## src/rtl/mem_access_unit.sv

```systemverilog
// Load/store initiator for a combinational-read / clocked-write data memory.
// Handles word and byte loads/stores; byte stores are read-modify-write.
module mem_access_unit #(
    parameter int unsigned MEM_WORDS = 10
) (
    input  logic        clk,
    input  logic        rst,
    input  logic        req_valid,
    output logic        req_ready,
    input  logic [1:0]  req_op,
    input  logic [7:0]  req_addr,
    input  logic        req_byte,
    input  logic        req_signed,
    input  logic [15:0] req_wdata,
    output logic        resp_valid,
    input  logic        resp_ready,
    output logic [15:0] resp_rdata,
    output logic        resp_err,
    output logic [7:0]  mem_address,
    output logic [15:0] mem_datain,
    output logic        mem_load,
    output logic        mem_store,
    input  logic [15:0] mem_dataout
);

    localparam logic [1:0] OP_LW = 2'b00;
    localparam logic [1:0] OP_SW = 2'b01;
    localparam logic [1:0] OP_LB = 2'b10;
    localparam logic [1:0] OP_SB = 2'b11;

    typedef enum logic [1:0] {
        IDLE  = 2'd0,
        READ  = 2'd1,
        WRITE = 2'd2,
        RESP  = 2'd3
    } state_e;

    state_e      state_q, state_d;
    logic [1:0]  op_q, op_d;
    logic        byte_q, byte_d;
    logic        signed_q, signed_d;
    logic [15:0] wdata_q, wdata_d;
    logic [7:0]  addr_q, addr_d;
    logic [15:0] datain_q, datain_d;
    logic [15:0] rdata_q, rdata_d;
    logic        err_q, err_d;

    logic        accept_c;
    logic        addr_ok_c;
    logic [7:0]  sel_byte_c;
    logic [15:0] lb_data_c;
    logic [15:0] merged_c;

    assign accept_c   = req_valid && (state_q == IDLE);
    assign addr_ok_c  = (32'(req_addr) < MEM_WORDS);
    assign sel_byte_c = byte_q ? mem_dataout[15:8] : mem_dataout[7:0];
    assign lb_data_c  = signed_q ? {{8{sel_byte_c[7]}}, sel_byte_c} : {8'h00, sel_byte_c};
    assign merged_c   = byte_q ? {wdata_q[7:0], mem_dataout[7:0]}
                               : {mem_dataout[15:8], wdata_q[7:0]};

    // State register
    always_ff @(posedge clk) begin
        if (rst) begin
            state_q <= IDLE;
        end else begin
            state_q <= state_d;
        end
    end

    // Next-state logic
    always_comb begin
        state_d = state_q;
        case (state_q)
            IDLE: begin
                if (accept_c) begin
                    if (!addr_ok_c) begin
                        state_d = RESP;
                    end else if (req_op == OP_SW) begin
                        state_d = WRITE;
                    end else begin
                        state_d = READ;
                    end
                end
            end
            READ:    state_d = (op_q == OP_SB) ? WRITE : RESP;
            WRITE:   state_d = RESP;
            RESP:    state_d = resp_ready ? IDLE : RESP;
            default: state_d = IDLE;
        endcase
    end

    // State-decoded outputs; strobes are suppressed while reset is asserted
    always_comb begin
        req_ready  = 1'b0;
        resp_valid = 1'b0;
        mem_load   = 1'b0;
        mem_store  = 1'b0;
        case (state_q)
            IDLE:    req_ready  = 1'b1;
            READ:    mem_load   = !rst;
            WRITE:   mem_store  = !rst;
            RESP:    resp_valid = 1'b1;
            default: ;
        endcase
    end

    // Request latch, memory port registers and response registers
    always_comb begin
        op_d     = op_q;
        byte_d   = byte_q;
        signed_d = signed_q;
        wdata_d  = wdata_q;
        addr_d   = addr_q;
        datain_d = datain_q;
        rdata_d  = rdata_q;
        err_d    = err_q;
        case (state_q)
            IDLE: begin
                if (accept_c) begin
                    op_d     = req_op;
                    byte_d   = req_byte;
                    signed_d = req_signed;
                    wdata_d  = req_wdata;
                    if (!addr_ok_c) begin
                        err_d   = 1'b1;
                        rdata_d = 16'h0000;
                    end else begin
                        addr_d = req_addr;
                        if (req_op == OP_SW) begin
                            datain_d = req_wdata;
                        end
                    end
                end
            end
            READ: begin
                err_d = 1'b0;
                case (op_q)
                    OP_LW:   rdata_d = mem_dataout;
                    OP_LB:   rdata_d = lb_data_c;
                    default: rdata_d = 16'h0000;
                endcase
                if (op_q == OP_SB) begin
                    datain_d = merged_c;
                end
            end
            WRITE: begin
                err_d   = 1'b0;
                rdata_d = 16'h0000;
            end
            default: ;
        endcase
    end

    always_ff @(posedge clk) begin
        if (rst) begin
            op_q     <= OP_LW;
            byte_q   <= 1'b0;
            signed_q <= 1'b0;
            wdata_q  <= 16'h0000;
            addr_q   <= 8'h00;
            datain_q <= 16'h0000;
            rdata_q  <= 16'h0000;
            err_q    <= 1'b0;
        end else begin
            op_q     <= op_d;
            byte_q   <= byte_d;
            signed_q <= signed_d;
            wdata_q  <= wdata_d;
            addr_q   <= addr_d;
            datain_q <= datain_d;
            rdata_q  <= rdata_d;
            err_q    <= err_d;
        end
    end

    assign mem_address = addr_q;
    assign mem_datain  = datain_q;
    assign resp_rdata  = rdata_q;
    assign resp_err    = err_q;

endmodule

```

## config.mk

```make
export PLATFORM = sky130hd
export DESIGN_NAME = mem_access_unit
export DESIGN_NICKNAME = d
export VERILOG_FILES = /design/src/rtl/mem_access_unit.sv
export SDC_FILE = /design/constraint.sdc
export NUM_CORES = 1
export LEC_CHECK = 0
export CAP_MARGIN = 20
export CORE_MARGIN = 2
export CORE_UTILIZATION = 45
export DETAILED_ROUTE_END_ITERATION = 6
export PLACE_DENSITY = 0.8
export SYNTH_ARGS = -nofsm -noshare
export SYNTH_HDL_FRONTEND = slang
export SYNTH_SLANG_ARGS = --single-unit
```

## constraint.sdc

```tcl
create_clock -name clk -period 2.6 [get_ports clk]
set_clock_uncertainty 0.1 [all_clocks]
set_input_delay 0.78 -clock clk [delete_from_list [all_inputs] [get_ports clk]]
set_output_delay 0.78 -clock clk [all_outputs]
set_load 0.03 [all_outputs]
```

## Yosys cells after proc, flatten, opt, wreduce, memory -nomap -nowiden

Cells that the tools add are included.

- Register bits: 55
- Bits of input ports: 48
- Output and inout bits: 45
- Word-level logic and storage cells: 59

- Order comparisons: 1
- Equal/unequal tests: 11
- Mux-type cells: 25
- Reductions and logical operators: 13

Operators by type and width:

| operator | number |
|---|---|
| 16-bit two-way mux | 8 |
| 16-bit one-hot mux with 2 select lines | 2 |
| 16-bit one-hot mux with 3 select lines | 1 |
| 3-bit AND reduction | 3 |
| 2-bit == test (second input constant) | 4 |
| 8-bit by 4-bit less-than comparator with 1-bit output (second input constant) | 1 |
| 2-bit two-way mux | 4 |
| 8-bit two-way mux | 1 |
| 2-bit != test (second input constant) | 4 |
| 2-bit one-hot mux with 4 select lines | 1 |
| 1-bit two-way mux | 7 |
| 5-bit AND reduction | 1 |
| 2-bit by 1-bit == test with 1-bit output (second input constant) | 2 |
| 2-bit zero test | 2 |
| 2-bit nonzero test | 2 |
| 3-bit nonzero test | 1 |
| 2-bit by 1-bit != test with 1-bit output (second input constant) | 1 |
| 1-bit one-hot mux with 2 select lines | 1 |
| 2-bit AND reduction | 1 |
| 2-bit OR reduction | 1 |
| 1-bit logical AND | 1 |
| 1-bit zero test | 1 |

## Longest topological paths before layout

Gate-level depths: netlist of the first run.

- Word-level depth: 5
- Gate-level depth with buffers: 8
- Gate-level depth less buffers: 6

## Worst setup path after synthesis of the first run

Ideal clock, no wire load.

- Path kind: input port to flip-flop
- From: input port req_addr[4]
- To: register datain_q[15] (netlist: mem_datain[15])
- Library setup time: 0.132 ns
- Arrival time: 2.086 ns
- Data required time: 2.368 ns
- Setup slack: 0.282 ns
- Cell stages on the path: 5
- Path buffers: 1
- Cell sequence: or4_4 > o31a_2 > clkbuf_2 > o21ai_0 > a21oi_1

- Word-level cells in the longest chain between the ends: 3

Ends and longest elaborated chain:

| element | line | source |
|---|---|---|
| start, declared | 11 | `input logic [7:0] req_addr,` |
| 8-bit by 4-bit less-than comparator with 1-bit output | 55 | `assign addr_ok_c = (32'(req_addr) < MEM_WORDS);` |
| 2-bit != test (no source line) | - |  |
| 5-bit AND reduction (no source line) | - |  |
| end signal, assigned | 170 | `datain_q <= datain_d;` |
| end, declared | 44 | `logic [15:0] datain_q, datain_d;` |

Every way passes these cells.
A chain may end at the register's enable or synchronous reset.

## Worst setup path in the final report of the first run

- From: input port rst
- To: output port mem_load

- Word-level cells in the longest chain between the ends: 2

Ends and longest elaborated chain:

| element | line | source |
|---|---|---|
| start, declared | 7 | `input logic rst,` |
| 1-bit zero test | 100 | `READ: mem_load = !rst;` |
| 1-bit two-way mux | 98 | `case (state_q)` |
| end, declared | 21 | `output logic mem_load,` |

Every way passes these cells.

==> results of run 1 <==
## area by class of cell
type / count / area [um^2]
Inverter: 5 / 18.77
Clock inverter: 1 / 7.507
Clock buffer: 5 / 68.82
Fill cell: 462 / 1823
Sequential cell: 55 / 1101
Multi-Input combinational cell: 210 / 1388
Timing Repair Buffer: 107 / 1044
Tap cell: 72 / 90.09
## timing repair
item                       CTS  global route
buffers inserted             0             0
hold buffers                 0             0
setup endpoints to repair    0             1
resized for setup            0             1
## metrics by stage
| stage | utilization, % | hold WS [ns] | cell area [um^2] | cells |
|---|---|---|---|---|
| 2_1_floorplan | - | 0.3366 | 2609 | 289 |
| 3_3_place_gp | 65.67 | 0.3420 | 3638 | 449 |
| 3_5_place_dp | 65.67 | 0.3436 | 3638 | 449 |
| 4_1_cts | 67.05 | 0.3697 | 3715 | 455 |
| 5_1_grt | 67.10 | 0.3894 | 3717 | 455 |
| 6_report | 67.10 | 0.3635 | 3717 | 455 |
## synth_stat cells (3+ instances only)
cell type	n	share of area (%)
a21o_1	8	2.3
dfxtp_1	55	42
ha_1	6	2.9
a22o_1	8	2.7
inv_1	5	0.72
clkbuf_1	10	1.4
nand2b_1	3	0.72
mux2i_1	27	10
o2111ai_1	16	5.4
nor2_1	6	0.86
and2_1	5	1.2
nand2_1	49	7.1
o2bb2ai_1	7	2.4
a21oi_1	31	5.9
nand3_1	4	0.77
o21ai_0	16	3.1
nor2b_1	3	0.72
## worst max-delay path by stage
stage                                 to  slack (ns)   startpoint  depth (start not counted)
final                           mem_load        0.04          rst                          3
after CTS                      mem_store        0.04          rst                          4
after detailed placement   mem_datain[2]       -0.21  req_addr[4]                          5
after floorplan           mem_datain[15]        0.28  req_addr[4]                          5
after global placement     mem_datain[4]       -0.14  req_addr[4]                          5
after global routing           mem_store       0.007          rst                          4
## power by group through the flow
stage	logic, W	clock network [W]	registers, W
finish	0.00143	0.000447	0.00108
global route	0.00153	0.000497	0.00110
CTS	0.00143	0.000456	0.00108
detailed placement	0.00142	0	0.00110
global placement	0.00139	0	0.00109
floorplan	0.000709	0	0.00127
## routing by layer
metal  part of all wire (%)  up-vias
li1                       -     1237
met1                     42     1250
met2                     51       98
met3                    6.1        8
met4                    1.5        0
met5                      0        -
## cells by family after synthesis
logic type | after synthesis | share of synthesized area (%)
multiplexers | 27 | 10.36
buffers and inverters | 24 | 4.604
adder cells (fa/ha/maj) | 6 | 2.878
AO/OA/AOI/OAI | 98 | 26.09
flip-flops | 55 | 42.21
AND/OR/NAND/NOR | 79 | 13.86
## sequential cells by signal, summed over array words and instances, names as in the netlist
signal,count
mem_datain,16
resp_rdata,16
mem_address,8
wdata_q,8
op_q,2
state_q,2
byte_q,1
resp_err,1
signed_q,1
## worst max-delay path, stage by stage
cell,delay [ns]
clkdlybuf4s50_1,0.46
nor2b_1,0.24
buf_4,0.21
==> results.toml, run 1 <==
[run_status]
outcome = "finished, final reports clean"

[synth]
synth_nets = 343
synth_edf_count = 0
ys_seq_area_share_pct = 42.21
avgSynthCellArea_um2 = 9.027
synth_cell_type_count = 40
synth.yosys.warnings = 0
synth_ff_type = "dfxtp_1"
ys_ff_latch = 55
syn_inst = 289
synth_async_sr_flop_share_pct = 0
synth_area_um2 = 2609

[timing]
setup_ws_ns = 0.03753
fmaxAchievable_mhz = 390.2
fin_setup_tns_ns = 0
final-setup-viol-count = 0
finalCritPeriodShare_pct = 98.56
slew_viol_final = 0
slew_headroom_pct = 34.13
fin_crit_ns = 2.562
rsz0062_at_grt = "false"
worstMarginPinSlew_ns = 0.9805
finalHoldViolCount = 0

[critical_path]
r2r_start = "state_q[1]"
cp-start-kind = "primary input"
rr_worst_depth = 6
crit_type = "primary input to primary output"
cp.arrival_ns = 1.68
reg2reg_slack_ns = 0.27
cp.required_ns = 1.72
end_kind = "primary output"
rr_endpoint = "mem_datain[5]"
critPathMaxFanout = 3

[clock_network]
cts_inserted_buffers = 5
clk_pin_slew_ns = 0.09
cts_max_path_buffers = 2
ctsHtreeMaxLevel = 2
cts.sinks = 55
clk_latency_ns = 0.30
cts_tree = "built"
clockRootBuffer = "clkbuf_8"

[power]
p_sw_share_pct = 41.12
ir_worst_vdd_mv = 0.4069
powerDensity_nw_per_um2 = 796.2
power.net_switching_w = 0.001217
comb_power_share_pct = 48.4
seq_power_share_pct = 36.5
design_power_total_w = 0.002960
leakage_nw = 1.408
p_int_w = 0.001743
p_clk_share_pct = 15.1

[layout]
syn_to_final_growth_pct = 42.49
n_antenna_cell = 0
final_cell_mix = "89 x clkdlybuf4s50_1, 55 x dfxtp_1, 49 x nand2_1"
layout_commonest_cell = "clkdlybuf4s50_1"
layout.nets = 438
drive_gt1_share_pct = 6.789

[hold_path]
hold_start = "mem_address[7]"
hold_depth = 1
hold_class = "flop to flop"
worstHoldEndpoint = "mem_address[7]"

[routing]
drtAntennaViolNets = 0
drt_pre_antenna_iters = 4
drtIter0Drc = 201
route.detailed.drc = 0
post_drt_wl_per_cell_um = 16.48
viasPerCell = 5.699
num_vias = 2593
routed_wl_um = 7500

[floorplanning]
initial_core_util_pct = 47.09
io_pins = 93
die_y_um = 80.14
coreArea_um2 = 5540
die_w_um = 80.14
rows = 27
die_area_um2 = 6422

[job]
drv_cap = 0

[global_routing]
antenna_found_initial = 0
grt_max_degree = 37
grt_pass1_vias = 2471
grt-busiest-layer = "met2"
use_met1_pct = 30.22
grt_use_met2_pct = 41.33
grt_util_met3_pct = 3.708
grt.overflow.total = 0
grt_use_total_pct = 23.82
grt_pass1_wl_um = 12050

[placed_design]
pre_cts_ws_ns = -0.2108
place_congestion = 0.8220
io_buffers = 92
dp_hpwl_um = 5591
Power figures use the tool's default switching activity.
==> inputs of run 2 (changes only) <==
--- a/config.mk
+++ b/config.mk
@@ -8,6 +8,7 @@
 export CAP_MARGIN = 20
 export CORE_MARGIN = 2
 export CORE_UTILIZATION = 45
+export CTS_CLUSTER_DIAMETER = 100
 export DETAILED_ROUTE_END_ITERATION = 6
 export PLACE_DENSITY = 0.8
 export SYNTH_ARGS = -nofsm -noshare
==> results of run 2 <==
No change in the layout: final DEF, timing and power equal those of run 1.
